### src/rtl/geri_yazma_hakemi.sv
// Write-back arbiter: one holding slot per result source, a single register-file write port.
// Define GERI_YAZMA_ACLIK_EN to add per-slot wait counters that lift starved slots above fixed priority.
module geri_yazma_hakemi #(
   parameter int KAYNAK_SAYISI    = 4,
   parameter int SOZCUK_GENISLIGI = 32,
   parameter int REGISTER_SAYISI  = 32,
   parameter int ACLIK_SINIRI     = 8
) (
   input  logic                                                   clk_i,
   input  logic                                                   rstn_i,
   input  logic [KAYNAK_SAYISI-1:0]                               kaynak_gecerli_i,
   output logic [KAYNAK_SAYISI-1:0]                               kaynak_hazir_o,
   input  logic [KAYNAK_SAYISI-1:0][$clog2(REGISTER_SAYISI)-1:0]  kaynak_rd_i,
   input  logic [KAYNAK_SAYISI-1:0][SOZCUK_GENISLIGI-1:0]         kaynak_veri_i,
   input  logic [KAYNAK_SAYISI-1:0]                               kaynak_fp_i,
   output logic [$clog2(REGISTER_SAYISI)-1:0]                     rd_o,
   output logic [SOZCUK_GENISLIGI-1:0]                            rd_veri_o,
   output logic                                                   rd_yaz_o,
   output logic                                                   rd_fp_yaz_o,
   input  logic [$clog2(REGISTER_SAYISI)-1:0]                     sorgu_rd_i,
   input  logic                                                   sorgu_fp_i,
   output logic                                                   sorgu_bekliyor_o
);

   localparam int K  = KAYNAK_SAYISI;
   localparam int W  = SOZCUK_GENISLIGI;
   localparam int RW = $clog2(REGISTER_SAYISI);

   if (K < 1) begin : g_kaynak_hatasi
      $error("KAYNAK_SAYISI must be at least 1");
   end
   if (ACLIK_SINIRI < 1) begin : g_aclik_hatasi
      $error("ACLIK_SINIRI must be at least 1");
   end

   logic [K-1:0]         dolu;
   logic [K-1:0][RW-1:0] slot_rd;
   logic [K-1:0][W-1:0]  slot_veri;
   logic [K-1:0]         slot_fp;

   logic [K-1:0]         secildi;
   logic                 sec_var;
   logic [RW-1:0]        sec_rd;
   logic [W-1:0]         sec_veri;
   logic                 sec_fp;
   logic [K-1:0]         kabul;
   logic                 eslesme;

`ifdef GERI_YAZMA_ACLIK_EN
   localparam int BW = $clog2(ACLIK_SINIRI + 1);

   logic [K-1:0][BW-1:0] bekleme;
   logic [K-1:0]         aclik;

   always_comb begin
      aclik = '0;
      for (int k = 0; k < K; k++) begin
         aclik[k] = dolu[k] && (bekleme[k] >= BW'(ACLIK_SINIRI));
      end
   end

   // Counter saturates at the limit so a starved slot stays eligible until served.
   always_ff @(posedge clk_i or negedge rstn_i) begin
      if (!rstn_i) begin
         bekleme <= '0;
      end else begin
         for (int k = 0; k < K; k++) begin
            if (!dolu[k] || secildi[k]) begin
               bekleme[k] <= '0;
            end else if (bekleme[k] < BW'(ACLIK_SINIRI)) begin
               bekleme[k] <= bekleme[k] + BW'(1);
            end
         end
      end
   end
`endif

   always_comb begin : hakem
      secildi = '0;
      sec_var = 1'b0;
`ifdef GERI_YAZMA_ACLIK_EN
      for (int k = 0; k < K; k++) begin
         if (!sec_var && aclik[k]) begin
            secildi[k] = 1'b1;
            sec_var    = 1'b1;
         end
      end
`endif
      for (int k = 0; k < K; k++) begin
         if (!sec_var && dolu[k]) begin
            secildi[k] = 1'b1;
            sec_var    = 1'b1;
         end
      end
   end

   always_comb begin : secilen_mux
      sec_rd   = '0;
      sec_veri = '0;
      sec_fp   = 1'b0;
      for (int k = 0; k < K; k++) begin
         if (secildi[k]) begin
            sec_rd   = slot_rd[k];
            sec_veri = slot_veri[k];
            sec_fp   = slot_fp[k];
         end
      end
   end

   // A slot being drained this cycle can take a new entry on the same edge.
   assign kaynak_hazir_o = ~dolu | secildi;
   assign kabul          = kaynak_gecerli_i & kaynak_hazir_o;

   always_ff @(posedge clk_i or negedge rstn_i) begin
      if (!rstn_i) begin
         dolu      <= '0;
         slot_rd   <= '0;
         slot_veri <= '0;
         slot_fp   <= '0;
      end else begin
         for (int k = 0; k < K; k++) begin
            if (kabul[k]) begin
               dolu[k]      <= 1'b1;
               slot_rd[k]   <= kaynak_rd_i[k];
               slot_veri[k] <= kaynak_veri_i[k];
               slot_fp[k]   <= kaynak_fp_i[k];
            end else if (secildi[k]) begin
               dolu[k] <= 1'b0;
            end
         end
      end
   end

   // Integer x0 is hardwired zero: the entry is retired without touching the port.
   always_ff @(posedge clk_i or negedge rstn_i) begin
      if (!rstn_i) begin
         rd_o        <= '0;
         rd_veri_o   <= '0;
         rd_yaz_o    <= 1'b0;
         rd_fp_yaz_o <= 1'b0;
      end else begin
         rd_yaz_o <= 1'b0;
         if (sec_var && (sec_fp || (sec_rd != '0))) begin
            rd_o        <= sec_rd;
            rd_veri_o   <= sec_veri;
            rd_fp_yaz_o <= sec_fp;
            rd_yaz_o    <= 1'b1;
         end
      end
   end

   always_comb begin : tehlike_sorgu
      eslesme = 1'b0;
      for (int k = 0; k < K; k++) begin
         if (dolu[k] && (slot_rd[k] == sorgu_rd_i) && (slot_fp[k] == sorgu_fp_i)) begin
            eslesme = 1'b1;
         end
      end
      if (rd_yaz_o && (rd_o == sorgu_rd_i) && (rd_fp_yaz_o == sorgu_fp_i)) begin
         eslesme = 1'b1;
      end
      sorgu_bekliyor_o = eslesme && (sorgu_fp_i || (sorgu_rd_i != '0));
   end

endmodule

### config.mk
export PLATFORM = sky130hd
export DESIGN_NAME = geri_yazma_hakemi
export DESIGN_NICKNAME = d
export VERILOG_FILES = /design/src/rtl/geri_yazma_hakemi.sv
export SDC_FILE = /design/constraint.sdc
export NUM_CORES = 1
export LEC_CHECK = 0
export ABC_CLOCK_PERIOD_IN_PS = 2500
export CORE_MARGIN = 2
export CORE_UTILIZATION = 50
export CTS_CLUSTER_SIZE = 30
export DETAILED_ROUTE_END_ITERATION = 8
export GPL_ROUTABILITY_DRIVEN = 0
export MAX_ROUTING_LAYER = met4
export PLACE_DENSITY = 0.79
export SETUP_SLACK_MARGIN = 0.4
export SLEW_MARGIN = 20
export SYNTH_ARGS = -nofsm -noshare
export SYNTH_HDL_FRONTEND = slang
export SYNTH_SLANG_ARGS = --single-unit
### constraint.sdc
create_clock -name clk_i -period 2.5 [get_ports clk_i]
set_clock_uncertainty 0.05 [all_clocks]
set_input_delay 0.375 -clock clk_i [delete_from_list [all_inputs] [get_ports clk_i]]
set_output_delay 0.375 -clock clk_i [all_outputs]
set_load 0.02 [all_outputs]
== Word-level counts from Yosys, hierarchy flattened ==
Cells that the tools add are included.

* Bits in registers: 195
* Latch bits: 0
* RAM bits: 0
* ROM bits: 0
* Input bits: 164
* Output and inout bits: 44
* Word-level logic and storage cells: 92
* Memories kept: 0

* Add/subtract/negate cells: 0
* Multipliers: 0
* Div/mod/pow operators: 0
* Magnitude comparators: 0
* Equal/unequal tests: 10
* Shift-type cells: 0
* Multiplexer cells: 33
* Bitwise gates (word level): 3
* Reductions and logical operators: 26

{| class="wikitable"
|+ Operators with widths
! kind !! number
|-
| 32-bit two-way mux || 4
|-
| 5-bit == test || 5
|-
| 1-bit two-way mux || 25
|-
| 5-bit two-way mux || 4
|-
| 1-bit logical AND || 15
|-
| 5-bit nonzero test || 2
|-
| 2-bit nonzero test || 4
|-
| 1-bit == test || 5
|-
| 4-bit bitwise AND || 1
|-
| 4-bit NOT || 1
|-
| 4-bit OR || 1
|-
| 1-bit zero test || 3
|-
| 1-bit logical OR || 2
|}

== Depth between registers and ports, before layout ==
* Word-level depth: 15
* Depth in mapped cells: 9
* Depth with buffers taken out: 5

== Worst setup path before layout ==
Ideal clock, no wire load.

* Path type: reg2reg
* Start: register dolu[1]
* End: register slot_veri[107] (netlist bit)
* Library setup time: 125 ps
* Data arrival time: 2,262 ps
* Data required time: 2,325 ps
* Path slack: 64 ps
* Cell stages (with the launch flop): 8
* Buffers on the path: 4
* Clock period less this slack: 2,436 ps
* Cell sequence: dfrtp_1 buf_6 buf_2 o31ai_1 nand2_1 clkbuf_1 buf_2 mux2_2

* Word-level cells in the longest chain between the ends: 10

{| class="wikitable"
|+ Ends and longest elaborated chain
! what !! RTL line !! source
|-
| start, declared || 36 || <nowiki>logic [K-1:0] dolu;</nowiki>
|-
| start signal, assigned || 116 || <nowiki>dolu <= '0;</nowiki>
|-
| start signal, assigned by index || 123 || <nowiki>dolu[k] <= 1'b1;</nowiki>
|-
| start signal, assigned by index || 128 || <nowiki>dolu[k] <= 1'b0;</nowiki>
|-
| 1-bit logical AND (*) || 90 || <nowiki>if (!sec_var && dolu[k]) begin</nowiki>
|-
| 1-bit two-way mux (*) || 90 ||
|-
| 1-bit zero test || 90 ||
|-
| 1-bit logical AND || 90 ||
|-
| 1-bit two-way mux (*) || 90 ||
|-
| 1-bit zero test (*) || 90 ||
|-
| 1-bit logical AND (*) || 90 ||
|-
| 1-bit two-way mux (*) || 90 ||
|-
| 4-bit OR (*) || 111 || <nowiki>assign kaynak_hazir_o = ~dolu | secildi;</nowiki>
|-
| net kaynak_hazir_o[3] || 12 || <nowiki>output logic [KAYNAK_SAYISI-1:0] kaynak_hazir_o,</nowiki>
|-
| 4-bit bitwise AND (*) || 112 || <nowiki>assign kabul = kaynak_gecerli_i & kaynak_hazir_o;</nowiki>
|-
| end signal, assigned by index || 125 || <nowiki>slot_veri[k] <= kaynak_veri_i[k];</nowiki>
|-
| end, declared || 38 || <nowiki>logic [K-1:0][W-1:0] slot_veri;</nowiki>
|}

The timed path passes the listed nets; every way through them passes the cells marked *.
A chain may end at the register's enable or synchronous reset.

== Final worst setup path ==
* Start: register dolu[0]
* End: register rd_veri_o[18]

* Word-level cells in the longest chain between the ends: 14
* Elaborated cells between the ends (all ways): 28
* Classes of those cells: mux: 19; reduce/logical: 9

{| class="wikitable"
|+ Ends and longest elaborated chain
! what !! RTL line !! source
|-
| 1-bit two-way mux (*) || 90 ||
|-
| 1-bit zero test || 90 ||
|-
| 1-bit logical AND || 90 ||
|-
| 1-bit two-way mux || 90 ||
|-
| 1-bit zero test || 90 ||
|-
| 1-bit logical AND || 90 ||
|-
| 1-bit two-way mux || 90 ||
|-
| 1-bit zero test || 90 ||
|-
| 1-bit logical AND || 90 ||
|-
| 1-bit two-way mux || 90 ||
|-
| 5-bit two-way mux || 102 || <nowiki>if (secildi[k]) begin</nowiki>
|-
| 5-bit nonzero test || 143 || <nowiki>if (sec_var && (sec_fp || (sec_rd != '0))) begin</nowiki>
|-
| 1-bit logical OR || 143 ||
|-
| 1-bit logical AND || 143 ||
|-
| end signal, assigned || 145 || <nowiki>rd_veri_o <= sec_veri;</nowiki>
|-
| end, declared || 17 || <nowiki>output logic [SOZCUK_GENISLIGI-1:0] rd_veri_o,</nowiki>
|}

Mark *: on every way between the ends. The rest lies on a longest branch, timed or not.

==> qor.yml <==
status: "finished, final reports clean"
share_of_final_layout_standard_cells_stronger_than_drive_strength_1: 0.354
tritoncts: "built"
grt_antenna_before_repair: 1
maximum_number_of_pins_on_one_net_before_global_route_repair: 53
post_synth.cell_area_avg_um2: 13.8
unrepaired_setup_endpoints_after_global_routing: "yes"
h-tree-depth: 4
numClockSinks: 195
fin_util: 0.718
path_class: "register to register"
drt_first_iter_violations: 477
final.hold.worst_slack_ps: 283
insertion_delay_ps: 430
syn_inst: 631
setup_viol: 0
post_synth_edffs: 0
netlist-cell-type-count: 40
seq_area_frac_synth: 0.561
dominantRegCellSynth: "sky130_fd_sc_hd__dfrtp_1"
die_width_um: 136
drt_pass1_iterations: 7
cts_max_path_buffers: 2
met2WireLength_um: 12200
grt_pass1_wl_um: 37400
cts.reportedPaths.clkPinSlew_ps: 70
final_min_period_over_clock_period: 0.993
min_path_type: "input pin to register"
vias_in_the_first_global_route: 6975
cts_made_buffers: 17
post_synth_instance_area_um2: 8700
final_cell_mix: "sky130_fd_sc_hd__clkdlybuf4s50_1, sky130_fd_sc_hd__dfrtp_1, sky130_fd_sc_hd__mux2_2"
cp_max_fo: 10
cts.root.buffer_cell: "sky130_fd_sc_hd__clkbuf_16"
overall_overflow_remaining_after_global_route: 0
post-route-worst-setup-slack_ps: 18.6
layout.cells.most_common: "sky130_fd_sc_hd__clkdlybuf4s50_1"
layout.nets: 1039
async_flop_share: 1.00
post_drt_wl_per_cell_um: 22.2
routed_wl_um: 24700
route.antenna.remaining_nets: 0
irDropWorstVdd_v: 0.000514
timing_max_transition_violations_final: 0
placement.setup.worst_slack_ps: -346
cp.arrival_ps: 2740
cp_data_required_time_ps: 2760
clock.fmax_mhz: 403
final.fill_count: 1158
powerDensity_nw_per_um2: 725
top_layer_used: "met4"
dp_hpwl_um: 15900
final.min_clock_period_ps: 2480
met3_wirelength_um: 1980
remaining_drc_errors: 0
buffer_ports.inserted: 206
drv_cap: 0
syn2layout_area_growth_pct: 41.8
num_vias: 6320
finalHoldViolations: 0
via_per_inst: 5.67
die_height_um: 136
die_area_um2: 18500
critPathLaunchType: "register"
met1Wirelength_um: 10000
synth_seq_cells: 195
initial_utilization: 0.506
synth-warning-count: 0
end_kind: "register"
io_pins: 208
pwr_total_mw: 8.94
synth_nets: 795
globalRouteTotalUtil: 0.275
power.static_leakage_nw: 5.33
fp-row-count: 48
core_area_um2: 17200
-- cell type report --
type,count,area [um^2],share of cell area
clock inverter,14,121,0.00984
timing repair buffer,276,2920,0.237
clock buffer,18,429,0.0348
antenna,1,2.50,0.000203
inverter,8,30.0,0.00244
sequential,195,4880,0.396
multi-input combinational,377,3660,0.297
tap,225,282,0.0228
-- per-layer routing --
layer	vias to the layer above	global-route usage
met5	-	-
met4	0	0.0810
met3	44	0.0738
met2	272	0.442
met1	3213	0.346
li1	2791	-
-- per-stage QoR --
step	TNS [ps]	area, um^2	cells
floorplan	0	8720	631
global placement	-234	11100	1045
detailed placement	-346	11100	1045
CTS	0	12000	1095
global route	-60.5	12300	1114
finish	0	12300	1114
-- final timing paths --
kind                                     startpoint       endpoint  slack (ps)  cells past startpoint
worst min register to register        slot_veri[72]  slot_veri[72]         460                      1
worst max register to register              dolu[0]  rd_veri_o[18]          20                      8
worst min-delay path            kaynak_gecerli_i[0]        dolu[0]         280                      1
worst max-delay path                        dolu[0]  rd_veri_o[18]          20                      8
min in group asynchronous                    rstn_i       rd_yaz_o         400                      2
max in group asynchronous                    rstn_i   rd_veri_o[3]        1280                      3
-- sequential cells by signal (all words and copies together), names as in the netlist --
register	count
rd_veri_o	32
slot_rd	20
rd_o	5
rd_fp_yaz_o	1
slot_veri	128
dolu	4
rd_yaz_o	1
slot_fp	4
-- worst max-delay path: stages (launching register included) --
cell	delay, ps
sky130_fd_sc_hd__dfrtp_2	410
sky130_fd_sc_hd__buf_4	170
sky130_fd_sc_hd__a21oi_1	170
sky130_fd_sc_hd__a22o_2	210
sky130_fd_sc_hd__nand4_1	140
sky130_fd_sc_hd__or4_4	610
sky130_fd_sc_hd__buf_6	150
sky130_fd_sc_hd__buf_12	150
sky130_fd_sc_hd__mux2_4	300
-- cell families after synthesis --
group | after synthesis | synth area share
flops | 195 | 0.561
mux | 182 | 0.246
compound gates | 90 | 0.0862
simple gates | 74 | 0.0413
buf+inv | 59 | 0.0342
xor+xnor | 30 | 0.0302
other cells | 1 | 0.000431
-- synthesized netlist by cell type, types with 3 or more instances --
| cell | n | area (um^2) |
|---|---|---|
| sky130_fd_sc_hd__a21oi_1 | 5 | 25.0 |
| sky130_fd_sc_hd__a221o_1 | 32 | 320 |
| sky130_fd_sc_hd__a22oi_1 | 34 | 255 |
| sky130_fd_sc_hd__buf_1 | 9 | 33.8 |
| sky130_fd_sc_hd__buf_2 | 7 | 35.0 |
| sky130_fd_sc_hd__buf_6 | 5 | 56.3 |
| sky130_fd_sc_hd__clkbuf_1 | 26 | 97.6 |
| sky130_fd_sc_hd__dfrtp_1 | 195 | 4880 |
| sky130_fd_sc_hd__inv_1 | 8 | 30.0 |
| sky130_fd_sc_hd__mux2_2 | 157 | 1770 |
| sky130_fd_sc_hd__mux2_4 | 25 | 375 |
| sky130_fd_sc_hd__nand2_1 | 12 | 45.0 |
| sky130_fd_sc_hd__nand2b_1 | 3 | 18.8 |
| sky130_fd_sc_hd__nand3b_1 | 3 | 22.5 |
| sky130_fd_sc_hd__nand4_1 | 6 | 37.5 |
| sky130_fd_sc_hd__nor2_1 | 35 | 131 |
| sky130_fd_sc_hd__nor3_1 | 3 | 15.0 |
| sky130_fd_sc_hd__nor4_1 | 5 | 31.3 |
| sky130_fd_sc_hd__o211ai_1 | 3 | 22.5 |
| sky130_fd_sc_hd__o21ai_0 | 5 | 25.0 |
| sky130_fd_sc_hd__xnor2_1 | 15 | 131 |
| sky130_fd_sc_hd__xor2_1 | 15 | 131 |
-- power breakdown --
part	internal, mW	total [mW]	switching (mW)
registers	3.77	4.21	0.437
clock network	1.30	2.57	1.27
logic	1.30	2.16	0.858
-- timing repair --
item                       in CTS  in global routing
setup endpoints to repair      68                108
resized for setup              56                 32
hold endpoints to repair       48                  0
buffers inserted               13                 14
pin swaps                       6                 12
cloned                          4                  4
hold buffers                    1                  0
No activity file was read; power rests on OpenSTA's default activity.
